## src/rtl/malformed_test_result_capture.sv

```systemverilog
// malformed_test_result_capture
// Captures the malformed-constraints test IP's registered result into a
// show-ahead FIFO and hands it to the harness over a valid/ready port.
// A running XOR checksum and a saturating drop counter are kept so the
// result path has real register-to-register timing across the IP boundary.
//
// Optional build macro: CAPTURE_PARITY_EN
//   When defined, each entry carries an even-parity bit written alongside
//   the data, and the ports out_par_err / par_err_seen are added.
module malformed_test_result_capture #(
  parameter  int DATA_W = 8,
  parameter  int DEPTH  = 8,
  localparam int CNT_W  = $clog2(DEPTH) + 1
) (
  input  logic              clk,
  input  logic              rst_n,
  input  logic [DATA_W-1:0] in_data,
  input  logic              in_valid,
  input  logic              clr,
  output logic [DATA_W-1:0] out_data,
  output logic              out_valid,
  input  logic              out_ready,
  output logic [CNT_W-1:0]  level,
  output logic              full,
  output logic              overflow,
  output logic [7:0]        drop_cnt,
  output logic [DATA_W-1:0] checksum
`ifdef CAPTURE_PARITY_EN
  ,
  output logic              out_par_err,
  output logic              par_err_seen
`endif
);

  localparam int PTR_W = $clog2(DEPTH);

`ifdef CAPTURE_PARITY_EN
  localparam int ENTRY_W = DATA_W + 1;
`else
  localparam int ENTRY_W = DATA_W;
`endif

  // Storage array; contents are not reset, empty state is masked at the output.
  logic [ENTRY_W-1:0] mem_q [DEPTH];

  logic [PTR_W-1:0]  wr_ptr_q,   wr_ptr_d;
  logic [PTR_W-1:0]  rd_ptr_q,   rd_ptr_d;
  logic [CNT_W-1:0]  level_q,    level_d;
  logic              overflow_q, overflow_d;
  logic [7:0]        drop_cnt_q, drop_cnt_d;
  logic [DATA_W-1:0] checksum_q, checksum_d;

  logic               empty;
  logic               is_full;
  logic               rd;
  logic               wr;
  logic               drop;
  logic [ENTRY_W-1:0] wr_entry;
  logic [ENTRY_W-1:0] head_entry;

`ifdef CAPTURE_PARITY_EN
  logic par_err_seen_q, par_err_seen_d;
  logic head_par_err;
`endif

  // Full/empty come from the occupancy count so pointer equality is never ambiguous.
  assign empty   = (level_q == '0);
  assign is_full = (level_q == CNT_W'(DEPTH));

  // A full FIFO still accepts a word when the head is leaving in the same cycle.
  assign rd   = !empty & out_ready;
  assign wr   = in_valid & (!is_full | rd);
  assign drop = in_valid & is_full & !rd;

  assign head_entry = mem_q[rd_ptr_q];

`ifdef CAPTURE_PARITY_EN
  // Even parity: stored bit makes the total count of ones even.
  assign wr_entry     = {^in_data, in_data};
  assign head_par_err = !empty & ((^head_entry[DATA_W-1:0]) != head_entry[DATA_W]);
`else
  assign wr_entry = in_data;
`endif

  // Show-ahead read port: head word is presented combinationally, zero when empty.
  always_comb begin
    out_data = '0;
    if (!empty) begin
      out_data = head_entry[DATA_W-1:0];
    end
  end

  assign out_valid = !empty;
  assign level     = level_q;
  assign full      = is_full;
  assign overflow  = overflow_q;
  assign drop_cnt  = drop_cnt_q;
  assign checksum  = checksum_q;

`ifdef CAPTURE_PARITY_EN
  assign out_par_err  = head_par_err;
  assign par_err_seen = par_err_seen_q;
`endif

  // Next-state for pointers, occupancy, drop tracking and checksum; clr wins over everything.
  always_comb begin
    wr_ptr_d   = wr_ptr_q;
    rd_ptr_d   = rd_ptr_q;
    level_d    = level_q;
    overflow_d = overflow_q;
    drop_cnt_d = drop_cnt_q;
    checksum_d = checksum_q;
`ifdef CAPTURE_PARITY_EN
    par_err_seen_d = par_err_seen_q;
`endif
    if (clr) begin
      wr_ptr_d   = '0;
      rd_ptr_d   = '0;
      level_d    = '0;
      overflow_d = 1'b0;
      drop_cnt_d = '0;
      checksum_d = '0;
`ifdef CAPTURE_PARITY_EN
      par_err_seen_d = 1'b0;
`endif
    end else begin
      if (wr) begin
        // DEPTH is a power of two, so the pointer wraps by plain overflow.
        wr_ptr_d   = wr_ptr_q + PTR_W'(1);
        checksum_d = checksum_q ^ in_data;
      end
      if (rd) begin
        rd_ptr_d = rd_ptr_q + PTR_W'(1);
      end
      if (wr && !rd) begin
        level_d = level_q + CNT_W'(1);
      end else if (rd && !wr) begin
        level_d = level_q - CNT_W'(1);
      end
      if (drop) begin
        overflow_d = 1'b1;
        if (drop_cnt_q != 8'hFF) begin
          drop_cnt_d = drop_cnt_q + 8'd1;
        end
      end
`ifdef CAPTURE_PARITY_EN
      if (rd && head_par_err) begin
        par_err_seen_d = 1'b1;
      end
`endif
    end
  end

  // Control and status registers with asynchronous clear.
  always_ff @(posedge clk or negedge rst_n) begin
    if (!rst_n) begin
      wr_ptr_q   <= '0;
      rd_ptr_q   <= '0;
      level_q    <= '0;
      overflow_q <= 1'b0;
      drop_cnt_q <= '0;
      checksum_q <= '0;
`ifdef CAPTURE_PARITY_EN
      par_err_seen_q <= 1'b0;
`endif
    end else begin
      wr_ptr_q   <= wr_ptr_d;
      rd_ptr_q   <= rd_ptr_d;
      level_q    <= level_d;
      overflow_q <= overflow_d;
      drop_cnt_q <= drop_cnt_d;
      checksum_q <= checksum_d;
`ifdef CAPTURE_PARITY_EN
      par_err_seen_q <= par_err_seen_d;
`endif
    end
  end

  // Entry write; a clr in the same cycle suppresses the store.
  always_ff @(posedge clk) begin
    if (wr && !clr) begin
      mem_q[wr_ptr_q] <= wr_entry;
    end
  end

endmodule

```

## config.mk

```make
export PLATFORM = sky130hd
export DESIGN_NAME = malformed_test_result_capture
export DESIGN_NICKNAME = d
export VERILOG_FILES = /design/src/rtl/malformed_test_result_capture.sv
export SDC_FILE = /design/constraint.sdc
export NUM_CORES = 1
export LEC_CHECK = 0
export BUFFER_PORTS_ARGS = -buffer_cell sky130_fd_sc_hd__clkbuf_2
export CELL_PAD_IN_SITES_DETAIL_PLACEMENT = 1
export CELL_PAD_IN_SITES_GLOBAL_PLACEMENT = 1
export CORE_MARGIN = 4
export CORE_UTILIZATION = 50
export CTS_BUF_LIST = sky130_fd_sc_hd__clkbuf_2 sky130_fd_sc_hd__clkbuf_4 sky130_fd_sc_hd__clkbuf_8
export DETAILED_ROUTE_END_ITERATION = 8
export HOLD_SLACK_MARGIN = 0.06
export PLACE_DENSITY_LB_ADDON = 0.2
export SLEW_MARGIN = 15
export SYNTH_ARGS = -nofsm -noshare
export SYNTH_HDL_FRONTEND = slang
export SYNTH_SLANG_ARGS = --single-unit
```

## constraint.sdc

```tcl
create_clock -name clk -period 2.9 [get_ports clk]
set_input_delay 0.145 -clock clk [delete_from_list [all_inputs] [get_ports clk]]
set_output_delay 0.145 -clock clk [all_outputs]
set_load 0.02 [all_outputs]
```

==> impl_metrics.env <==
export IMPL_p_leak_uw=0.00174
export IMPL_tightest_slew_ps=850
export IMPL_drive_gt1_share_pct=28.7
export IMPL_grt_antenna_before_repair=0
export IMPL_rsz0062_at_grt="false"
export IMPL_r2r_cells=7
export IMPL_crit_arrival_ps=2830
export IMPL_min_period_ps=2540
export IMPL_cp_data_required_time_ps=3190
export IMPL_wirelength_mm=9.21
export IMPL_grt_total_usage_pct=20.9
export IMPL_initial_utilization_pct=51.7
export IMPL_numPortBuffers=43
export IMPL_via_per_inst=5.79
export IMPL_rr_startpoint="level[2]$_DFFE_PN0P_"
export IMPL_cts_made_buffers=9
export IMPL_std_cell_rows=32
export IMPL_ys_ff_latch=91
export IMPL_vias=2530
export IMPL_peakVddDrop_v=0.000266
export IMPL_place_congestion=0.805
export IMPL_firstDrtPassIters=4
export IMPL_hold_violations=0
export IMPL_dp_hpwl_mm=6.47
export IMPL_whs_path_depth=2
export IMPL_grt_ovfl_total=0
export IMPL_path_clk_slew_ps=80
export IMPL_holdCritStartpoint="clr"
export IMPL_finalNetCount=349
export IMPL_slew_headroom_pct=42.6
export IMPL_core_area_um2=7770
export IMPL_ys_seq_area_share_pct=64.7
export IMPL_htreeDepth=3
export IMPL_die_w_um=97.6
export IMPL_r2r_end="level[3]$_DFFE_PN0P_"
export IMPL_n_antenna_cell=0
export IMPL_die_y_um=97.6
export IMPL_grt_pass1_wl_mm=15.2
export IMPL_ant_nets=0
export IMPL_drv_slew=0
export IMPL_grt_pass1_vias=2745
export IMPL_mostFrequentLayoutCells="edfxtp_1, clkbuf_2, nor2_1"
export IMPL_finalSetupViolCount=0
export IMPL_final_common_cell="edfxtp_1"
export IMPL_cts_tree="yes"
export IMPL_clock_skew_final_ps=9.00
export IMPL_synth_distinct_cells=44
export IMPL_clkSinkCount=91
export IMPL_fp_dieArea_um2=9520
export IMPL_wire_per_inst_um=21.1
export IMPL_area_delta_synth_final_pct=14.6
export IMPL_grt_max_degree=28
export IMPL_clockBufferDepth=2
export IMPL_whs_endpoint="rd_ptr_q[2]$_DFFE_PN0P_"
export IMPL_drt_iter0_markers=168
export IMPL_crit_fanout=8
export IMPL_status="finished clean"
export IMPL_p_per_area_nw_per_um2=753
export IMPL_reg2reg_slack_ps=360
export IMPL_post_route_period_util_pct=87.7
export IMPL_yosysWarnings=0
export IMPL_crit_type="register to register"
export IMPL_cts_setup_buffers=0
export IMPL_syn_inst=277
export IMPL_io_pins=44
export IMPL_min_path_type="input pin to register"
export IMPL_cts_resized_gates=0
export IMPL_start_kind="register"
export IMPL_cap_violations=0
export IMPL_syn_area_um2=4010
export IMPL_drc=0
export IMPL_end_kind="register"
export IMPL_fmax_mhz=393
export IMPL_avgSynthCellArea_um2=14.5
export IMPL_root_buffer="clkbuf_8"
export IMPL_syn_nets=296
export IMPL_total_power_uw=3460
export IMPL_cts_hold_buf=1
export IMPL_final_setup_tns_ps=0
export IMPL_clk_latency_ps=360
-- power by group --
part / switching [µW] / leakage [µW] / internal, µW / total, µW
Combinational: 604 / 0.000701 / 431 / 1040
Clock: 428 / 0.0000978 / 415 / 843
Sequential: 123 / 0.000944 / 1460 / 1590
-- critical path: stages (launching register included) --
cell and delay [ps]:
dfrtp_1 470, or4b_2 720, nand3_1 240, ha_1 310
a21oi_1 150, nand2_1 110, or3_1 360, nand4_1 110
-- registers in the layout, indices dropped and copies added, names as in the netlist --
name and cells:
checksum 8, drop_cnt 8, level 4, mem_q 64
overflow 1, rd_ptr_q 3, wr_ptr_q 3
-- final cells by class --
type,instances,area [µm²]
Multi-Input combinational cell,162,1320
Fill cell,786,3170
Inverter,8,30.0
Sequential cell,91,2600
Tap cell,102,128
Clock buffer,11,139
Timing Repair Buffer,58,330
Clock inverter,5,55.1
-- cells in the mapped netlist (all sizes together) --
cell     instances  area, µm²
nor4             4       25.0
mux4            16        360
nor3             8       40.0
nand2           10       37.5
and3b            1       8.76
mux2             3       33.8
nand3            8       40.0
nand2b           1       6.26
xnor2            2       17.5
o21ai            4       20.0
nand3b           1       7.51
o31ai            1       7.51
o311a            2       20.0
o41ai            1       8.76
o211a            1       10.0
xor2            11       96.3
nand4            3       18.8
a31oi            2       12.5
a211oi           2       15.0
o211ai          10       75.1
buf              6       28.8
edfxtp          64       1920
clkinv           1       3.75
or3              5       31.3
or4b             2       20.0
or2              1       6.26
ha               5       62.6
mux2i           10        100
clkbuf          10       37.5
nor2            32        123
a2111oi          1       8.76
a21oi            6       30.0
o2111ai          1       8.76
fa               1       20.0
nand4b           1       8.76
and3             1       6.26
nor4b            1       8.76
nor2b            4       25.0
inv              7       26.3
dfrtp           27        676
-- stage by stage --
| stage | instance area [µm²] | util (%) | instances | setup WS [ps] | hold WS [ps] |
|---|---|---|---|---|---|
| 2_1_floorplan | 4010 | - | 277 | 371 | -151 |
| 3_3_place_gp | 4400 | 56.6 | 420 | 509 | 231 |
| 3_5_place_dp | 4400 | 56.6 | 420 | 386 | 233 |
| 4_1_cts | 4600 | 59.2 | 437 | 381 | 60.7 |
| 5_1_grt | 4600 | 59.2 | 437 | 228 | 73.6 |
| 6_report | 4600 | 59.2 | 437 | 357 | 76.1 |
-- cells by family after synthesis --
| group | count (synthesis) | synth area share, % |
|---|---|---|
| flip-flops | 91 | 64.7 |
| AND/OR/NAND/NOR | 83 | 10.3 |
| AO/OA/AOI/OAI | 31 | 5.39 |
| multiplexers | 29 | 12.3 |
| buffers and inverters | 24 | 2.40 |
| XOR/XNOR | 13 | 2.84 |
| adder cells (fa/ha/maj) | 6 | 2.06 |
-- how the worst max path moves through the flow --
stage                          from                    end  slack [ps]
3_3_place_gp   level[2]$_DFFE_PN0P_   level[3]$_DFFE_PN0P_         510
5_1_grt        level[2]$_DFFE_PN0P_   level[3]$_DFFE_PN0P_         230
3_5_place_dp   level[2]$_DFFE_PN0P_   level[3]$_DFFE_PN0P_         390
2_1_floorplan  level[1]$_DFFE_PN0P_  mem_q[2][0]$_DFFE_PP_         370
4_1_cts        level[2]$_DFFE_PN0P_   level[3]$_DFFE_PN0P_         380
6_report       level[2]$_DFFE_PN0P_   level[3]$_DFFE_PN0P_         360
-- layer usage --
metal	up-vias	global-route usage [%]	wire, µm
met5	-	0	0
met4	0	6.28	135
met3	11	4.81	378
met2	51	34.4	4690
met1	1308	27.9	4000
li1	1160	-	-
Note: power is estimated with default switching activity, not from simulation.
